## src/rtl/frame_buf_master.sv

```systemverilog
// Avalon-MM master: streams samples into a circular DDR buffer and reads back the latest frame.
// Optional feature: define FRAME_RD_PRIORITY_EN to give frame reads priority over writes during READ.
module frame_buf_master #(
    parameter int BUF_LEN   = 512,
    parameter int FRAME_LEN = 160,
    parameter int BASE_ADDR = 0,
    parameter int DATA_W    = 16,
    parameter int ADDR_W    = 16
) (
    input  logic                     clk,
    input  logic                     rst,
    input  logic signed [DATA_W-1:0] in_data,
    input  logic                     in_valid,
    output logic                     in_ready,
    input  logic                     frame_start,
    output logic                     frame_busy,
    output logic                     frame_done,
    output logic signed [DATA_W-1:0] out_data,
    output logic                     out_valid,
    output logic [ADDR_W-1:0]        ddr_addr,
    output logic                     ddr_read,
    output logic                     ddr_write,
    output logic signed [DATA_W-1:0] ddr_writedata,
    input  logic signed [DATA_W-1:0] ddr_readdata,
    input  logic                     ddr_readdatavalid,
    input  logic                     ddr_waitrequest
);
    localparam int PTR_W  = $clog2(BUF_LEN);
    localparam int FILL_W = PTR_W + 1;
    localparam int CNT_W  = $clog2(FRAME_LEN + 1);

    localparam logic [1:0] S_IDLE  = 2'd0;
    localparam logic [1:0] S_READ  = 2'd1;
    localparam logic [1:0] S_DRAIN = 2'd2;

    logic [1:0]               state;
    logic [PTR_W-1:0]         wr_ptr;
    logic [PTR_W-1:0]         rd_ptr;
    logic [FILL_W-1:0]        fill;
    logic                     hold_full;
    logic signed [DATA_W-1:0] hold_data;
    logic [CNT_W-1:0]         loaded;
    logic [CNT_W-1:0]         received;

    logic                     slot_free;
    logic                     wr_acc;
    logic                     in_acc;
    logic                     start_ok;
    logic                     wr_want;
    logic                     rd_want;
    logic                     issue_wr;
    logic                     issue_rd;
    logic [PTR_W-1:0]         start_ptr;
    logic [PTR_W-1:0]         rd_addr;
    logic signed [DATA_W-1:0] wr_data;
    logic [CNT_W-1:0]         loaded_nxt;
    logic                     vld_p0;

    always_comb begin
        slot_free = !(ddr_read || ddr_write) || !ddr_waitrequest;
        wr_acc    = ddr_write && !ddr_waitrequest;
`ifdef FRAME_RD_PRIORITY_EN
        in_ready  = !rst && !hold_full && (state != S_READ);
`else
        in_ready  = !rst && !hold_full;
`endif
        in_acc    = in_valid && in_ready;
        start_ok  = (state == S_IDLE) && frame_start && (fill >= FILL_W'(FRAME_LEN));
        start_ptr = wr_ptr - PTR_W'(FRAME_LEN);
        // a write is pending if held but not yet in the slot, or arriving this cycle
        wr_want   = (hold_full && !ddr_write) || in_acc;
        wr_data   = hold_full ? hold_data : in_data;
        rd_want   = (state == S_READ) || start_ok;
        rd_addr   = start_ok ? start_ptr : rd_ptr;
`ifdef FRAME_RD_PRIORITY_EN
        issue_rd  = slot_free && rd_want;
        issue_wr  = slot_free && wr_want && !rd_want;
`else
        issue_wr  = slot_free && wr_want;
        issue_rd  = slot_free && rd_want && !wr_want;
`endif
        loaded_nxt = (start_ok ? '0 : loaded) + CNT_W'(issue_rd);
        vld_p0     = ddr_readdatavalid && (state != S_IDLE);
        frame_busy = (state != S_IDLE);
    end

    always_ff @(posedge clk) begin
        if (in_acc) begin
            hold_data <= in_data;
        end
    end

    always_ff @(posedge clk) begin
        if (rst) begin
            state         <= S_IDLE;
            wr_ptr        <= '0;
            rd_ptr        <= '0;
            fill          <= '0;
            hold_full     <= 1'b0;
            loaded        <= '0;
            received      <= '0;
            ddr_read      <= 1'b0;
            ddr_write     <= 1'b0;
            ddr_addr      <= '0;
            ddr_writedata <= '0;
            out_valid     <= 1'b0;
            out_data      <= '0;
            frame_done    <= 1'b0;
        end else begin
            if (in_acc) begin
                hold_full <= 1'b1;
            end else if (wr_acc) begin
                hold_full <= 1'b0;
            end
            if (wr_acc) begin
                wr_ptr <= wr_ptr + PTR_W'(1);
                if (fill != FILL_W'(BUF_LEN)) begin
                    fill <= fill + FILL_W'(1);
                end
            end

            // command slot: reload only when empty or its command is taken
            if (issue_wr) begin
                ddr_write     <= 1'b1;
                ddr_read      <= 1'b0;
                ddr_addr      <= ADDR_W'(BASE_ADDR) + ADDR_W'(wr_ptr);
                ddr_writedata <= wr_data;
            end else if (issue_rd) begin
                ddr_read  <= 1'b1;
                ddr_write <= 1'b0;
                ddr_addr  <= ADDR_W'(BASE_ADDR) + ADDR_W'(rd_addr);
            end else if (slot_free) begin
                ddr_read  <= 1'b0;
                ddr_write <= 1'b0;
            end

            if (start_ok || state == S_READ) begin
                rd_ptr <= issue_rd ? rd_addr + PTR_W'(1) : rd_addr;
                loaded <= loaded_nxt;
                state  <= (loaded_nxt == CNT_W'(FRAME_LEN)) ? S_DRAIN : S_READ;
            end else if (state == S_DRAIN && received == CNT_W'(FRAME_LEN)) begin
                state <= S_IDLE;
            end

            if (start_ok) begin
                received <= '0;
            end else if (vld_p0) begin
                received <= received + CNT_W'(1);
            end

            // output stage: read return registered once
            out_valid  <= vld_p0;
            frame_done <= vld_p0 && (received == CNT_W'(FRAME_LEN - 1));
            if (vld_p0) begin
                out_data <= ddr_readdata;
            end
        end
    end
endmodule

```

## config.mk

```make
export PLATFORM = sky130hd
export DESIGN_NAME = frame_buf_master
export DESIGN_NICKNAME = d
export VERILOG_FILES = /design/src/rtl/frame_buf_master.sv
export SDC_FILE = /design/constraint.sdc
export NUM_CORES = 1
export LEC_CHECK = 0
export BUFFER_PORTS_ARGS = -buffer_cell sky130_fd_sc_hd__buf_4
export CORE_ASPECT_RATIO = 1.75
export CORE_MARGIN = 5
export CORE_UTILIZATION = 50
export CTS_CLUSTER_DIAMETER = 30
export DETAILED_ROUTE_END_ITERATION = 6
export GPL_ROUTABILITY_DRIVEN = 0
export HOLD_SLACK_MARGIN = 0.03
export PLACE_DENSITY = 0.76
export SLEW_MARGIN = 25
export SYNTH_ARGS = -nofsm -noshare
export SYNTH_HDL_FRONTEND = slang
export SYNTH_SLANG_ARGS = --single-unit
export TNS_END_PERCENT = 20
```

## constraint.sdc

```tcl
create_clock -name clk -period 3.07 [get_ports clk]
set_input_delay 0.4605 -clock clk [delete_from_list [all_inputs] [get_ports clk]]
set_output_delay 0.4605 -clock clk [all_outputs]
set_load 0.005 [all_outputs]
```

==> results.py <==
metrics = {
    "clocking": {
        "cts_tree": "built",
        "cts_made_buffers": 9,
        "h-tree-depth": 3,
        "clock_latency_ns": 0.35,
        "postCtsHoldBufs": 0,
        "clk_pin_slew_ns": 0.08,
        "cts_max_path_buffers": 2,
        "cts_root_buf": "clkbuf_16",
        "cts_sinks": 108,
    },
    "setup_path": {
        "r2r_start": "state[1]$_SDFFE_PP0P_",
        "cp_data_arrival_time_ns": 3.04,
        "rr_worst_depth": 10,
        "rr_endpoint": "state[0]$_SDFFE_PP0P_",
        "worst_ep_required_time_ns": 3.31,
        "start_kind": "register",
        "path_max_fanout": 8,
        "r2r_slack_ns": 0.28,
        "crit_type": "register to register",
        "worst_setup_path_end_kind": "register",
    },
    "finish": {
        "finalCoreUtilization_pct": 60.68,
        "drive_above_1_share_pct": 20.68,
        "syn2layout_area_growth_pct": 19.75,
        "antenna_cells": 0,
        "final_common_cell": "buf_4",
        "register_area_um2": 2322,
        "nFillCells": 871,
        "final_cell_mix": "buf_4, dfxtp_1, nand2_1, nor2_1",
        "multiInputGateArea_um2": 2455,
        "nets": 657,
    },
    "timing": {
        "finalSetupViolations": 0,
        "relSlewSlack_pct": 47.68,
        "layout_min_cycle_time_ns": 2.793,
        "worst_slack_ns": 0.2768,
        "hold_viol_final": 0,
        "final_max_slew_viol_count": 0,
        "rsz0062_at_grt": "no",
        "skew_ns": 0.01011,
        "max_freq_mhz": 358.0,
        "worstMarginPinSlew_ns": 0.7848,
        "hold_ws_ns": 0.2953,
        "period_share_pct": 90.99,
        "tns_ns": 0,
    },
    "synthesis": {
        "netlist_area_um2": 4991,
        "avgSynthCellArea_um2": 9.347,
        "synth_seq_cells": 108,
        "synth_edf_count": 16,
        "yosys_warnings": 0,
        "syn_inst": 534,
        "async_flop_share_pct": 0,
        "synth_ff_type": "dfxtp_1",
        "yosysSeqAreaShare_pct": 46.53,
        "yosysUniqueCellTypes": 62,
    },
    "global_routing": {
        "track_usage_pct": 18.73,
        "use_met2_pct": 34.47,
        "grt_pass1_wl_um": 18680,
        "grt_overflow": 0,
        "met3_usage_pct": 4.983,
        "grt_max_degree": 78,
        "grt_pass1_vias": 4165,
        "grt.met1_usage_pct": 20.25,
        "grt_busiest_layer": "met2",
        "antenna_found_initial": 0,
    },
    "route": {
        "first_iter_violations": 273,
        "wirelength_um": 11160,
        "vias": 4097,
        "wl_per_cell_um": 15.10,
        "drc": 0,
        "drtPass1Iterations": 4,
        "via_per_inst": 5.544,
        "ant_nets": 0,
    },
    "min_path": {
        "min_path_cells": 1,
        "min-delay-start": "in_data[15]",
        "whs_endpoint": "hold_data[15]$_DFFE_PP_",
        "hold_path.class": "input pin to register",
    },
    "pwr": {
        "powerDensity_nw_per_um2": 477.3,
        "comb_power_share_pct": 8.4,
        "netSwitchingFraction_pct": 24.33,
        "pwr-share-clk_pct": 39.1,
        "p_int_uw": 2159,
        "power.leakage_uw": 0.002367,
        "seqPwrFrac_pct": 52.4,
        "ir_drop_uv": 368.3,
        "p_sw_uw": 694.1,
    },
    "floorplan": {
        "initial_utilization_pct": 50.67,
        "top_level_ports": 92,
        "chipHeight_um": 142.2,
        "core_um2": 9849,
        "die-area_um2": 12160,
        "rows": 48,
        "chipWidth_um": 85.53,
    },
    "place": {
        "port_buffers": 84,
        "place_ws_ns": 0.1667,
        "hpwl_um": 8046,
    },
    "job": {
        "maxCapViolations": 0,
    },
    "run_status": {
        "status": "completed",
    },
}
==> synthesized netlist by cell type, drive strengths merged (3+ instances only) <==
library cell	instances	area (um^2)
a211oi	27	202.7
a21oi	33	176.4
a311oi	3	26.28
a31oi	4	25.02
and2	6	37.54
and3	9	56.30
buf	17	116.4
clkbuf	19	81.32
dfxtp	92	1842
edfxtp	16	480.5
ha	10	125.1
inv	12	45.04
mux2	4	48.79
mux2i	32	320.3
nand2	68	255.2
nand2b	4	25.02
nand3	9	45.04
nand3b	7	52.55
nand4	7	43.79
nor2	59	221.5
nor2b	4	25.02
nor3	10	50.05
nor4	3	18.77
nor4b	4	41.29
o211a	3	30.03
o21ai	12	63.81
or3	3	18.77
xnor2	10	87.58
xor2	19	166.4
==> routing by layer <==
| layer | routed length, um | part of all wire [%] |
|---|---|---|
| met1 | 4374 | 39 |
| met2 | 5993 | 54 |
| met3 | 559 | 5.0 |
| met4 | 233 | 2.1 |
| met5 | 0 | 0 |
==> state kept, by name (all words and copies together), names as in the netlist <==
| name | count |
|---|---|
| wr_ptr | 9 |
| ddr_write | 1 |
| frame_done | 1 |
| out_valid | 1 |
| ddr_read | 1 |
| hold_data | 16 |
| ddr_writedata | 16 |
| fill | 10 |
| loaded | 8 |
| received | 8 |
| rd_ptr | 9 |
| out_data | 16 |
| ddr_addr | 9 |
| state | 2 |
| hold_full | 1 |
==> through the flow <==
stage | cells | power, uW | cell area, um^2
finish | 739 | 2853 | 5977
global route | 739 | 2973 | 5977
CTS | 739 | 2895 | 5971
detailed placement | 723 | 1772 | 5678
global placement | 723 | 1764 | 5678
floorplan | 540 | 1662 | 5014
==> critical path, stage by stage, from the launching register on <==
cell	delay, ns
dfxtp_1	0.39
or3b_4	0.46
a21o_1	0.19
and2_1	0.18
ha_1	0.20
ha_1	0.29
nor4b_1	0.37
nand3_1	0.13
a311oi_1	0.22
o22ai_1	0.14
o211a_1	0.14
==> power by group through the flow <==
| stage | clock [uW] | sequential (uW) | combinational, uW |
|---|---|---|---|
| final | 1120 | 1500 | 240 |
| after global routing | 1210 | 1500 | 266 |
| after CTS | 1160 | 1500 | 243 |
| after detailed placement | 0 | 1530 | 243 |
| after global placement | 0 | 1530 | 236 |
| after floorplan | 0 | 1530 | 136 |
==> area by class of cell <==
class | instances | share of cell area (%)
Tap cell | 125 | 2.617
Inverter | 12 | 0.7536
Timing Repair Buffer | 94 | 11.81
Multi-Input combinational cell | 384 | 41.07
Clock buffer | 9 | 3.768
Sequential cell | 108 | 38.85
Clock inverter | 7 | 1.130
==> cells by family (layout without fill, tap and decap cells) <==
family / after synthesis / count (layout) / share of synthesized area [%]
xor gates and xnor gates: 29 / 29 / 5.089
DFF: 108 / 108 / 46.53
and+or+nand+nor: 202 / 202 / 19.48
buffers and inverters: 48 / 122 / 4.863
other: 1 / 7 / 0.07513
adders and majority gates: 10 / 10 / 2.507
muxes: 36 / 36 / 7.395
AOI/OAI and AO/OA: 100 / 100 / 14.06
==> what timing repair did <==
action	CTS	global route
buffers inserted	0	0
setup endpoints to repair	0	2
gates resized for setup	0	1
hold endpoints to repair	0	0
==> worst max-delay path by stage <==
stage | from | end | slack (ns) | depth (start not counted)
finish | state[1]$_SDFFE_PP0P_ | state[0]$_SDFFE_PP0P_ | 0.28 | 10
CTS | state[1]$_SDFFE_PP0P_ | state[0]$_SDFFE_PP0P_ | 0.28 | 10
floorplan | frame_start | state[0]$_SDFFE_PP0P_ | 0.18 | 12
global route | fill[9]$_SDFFE_PP0P_ | state[1]$_SDFFE_PP0P_ | 0.03 | 11
global placement | frame_start | state[0]$_SDFFE_PP0P_ | 0.25 | 11
detailed placement | frame_start | state[0]$_SDFFE_PP0P_ | 0.17 | 11
No activity file was read; power rests on OpenSTA's default activity.
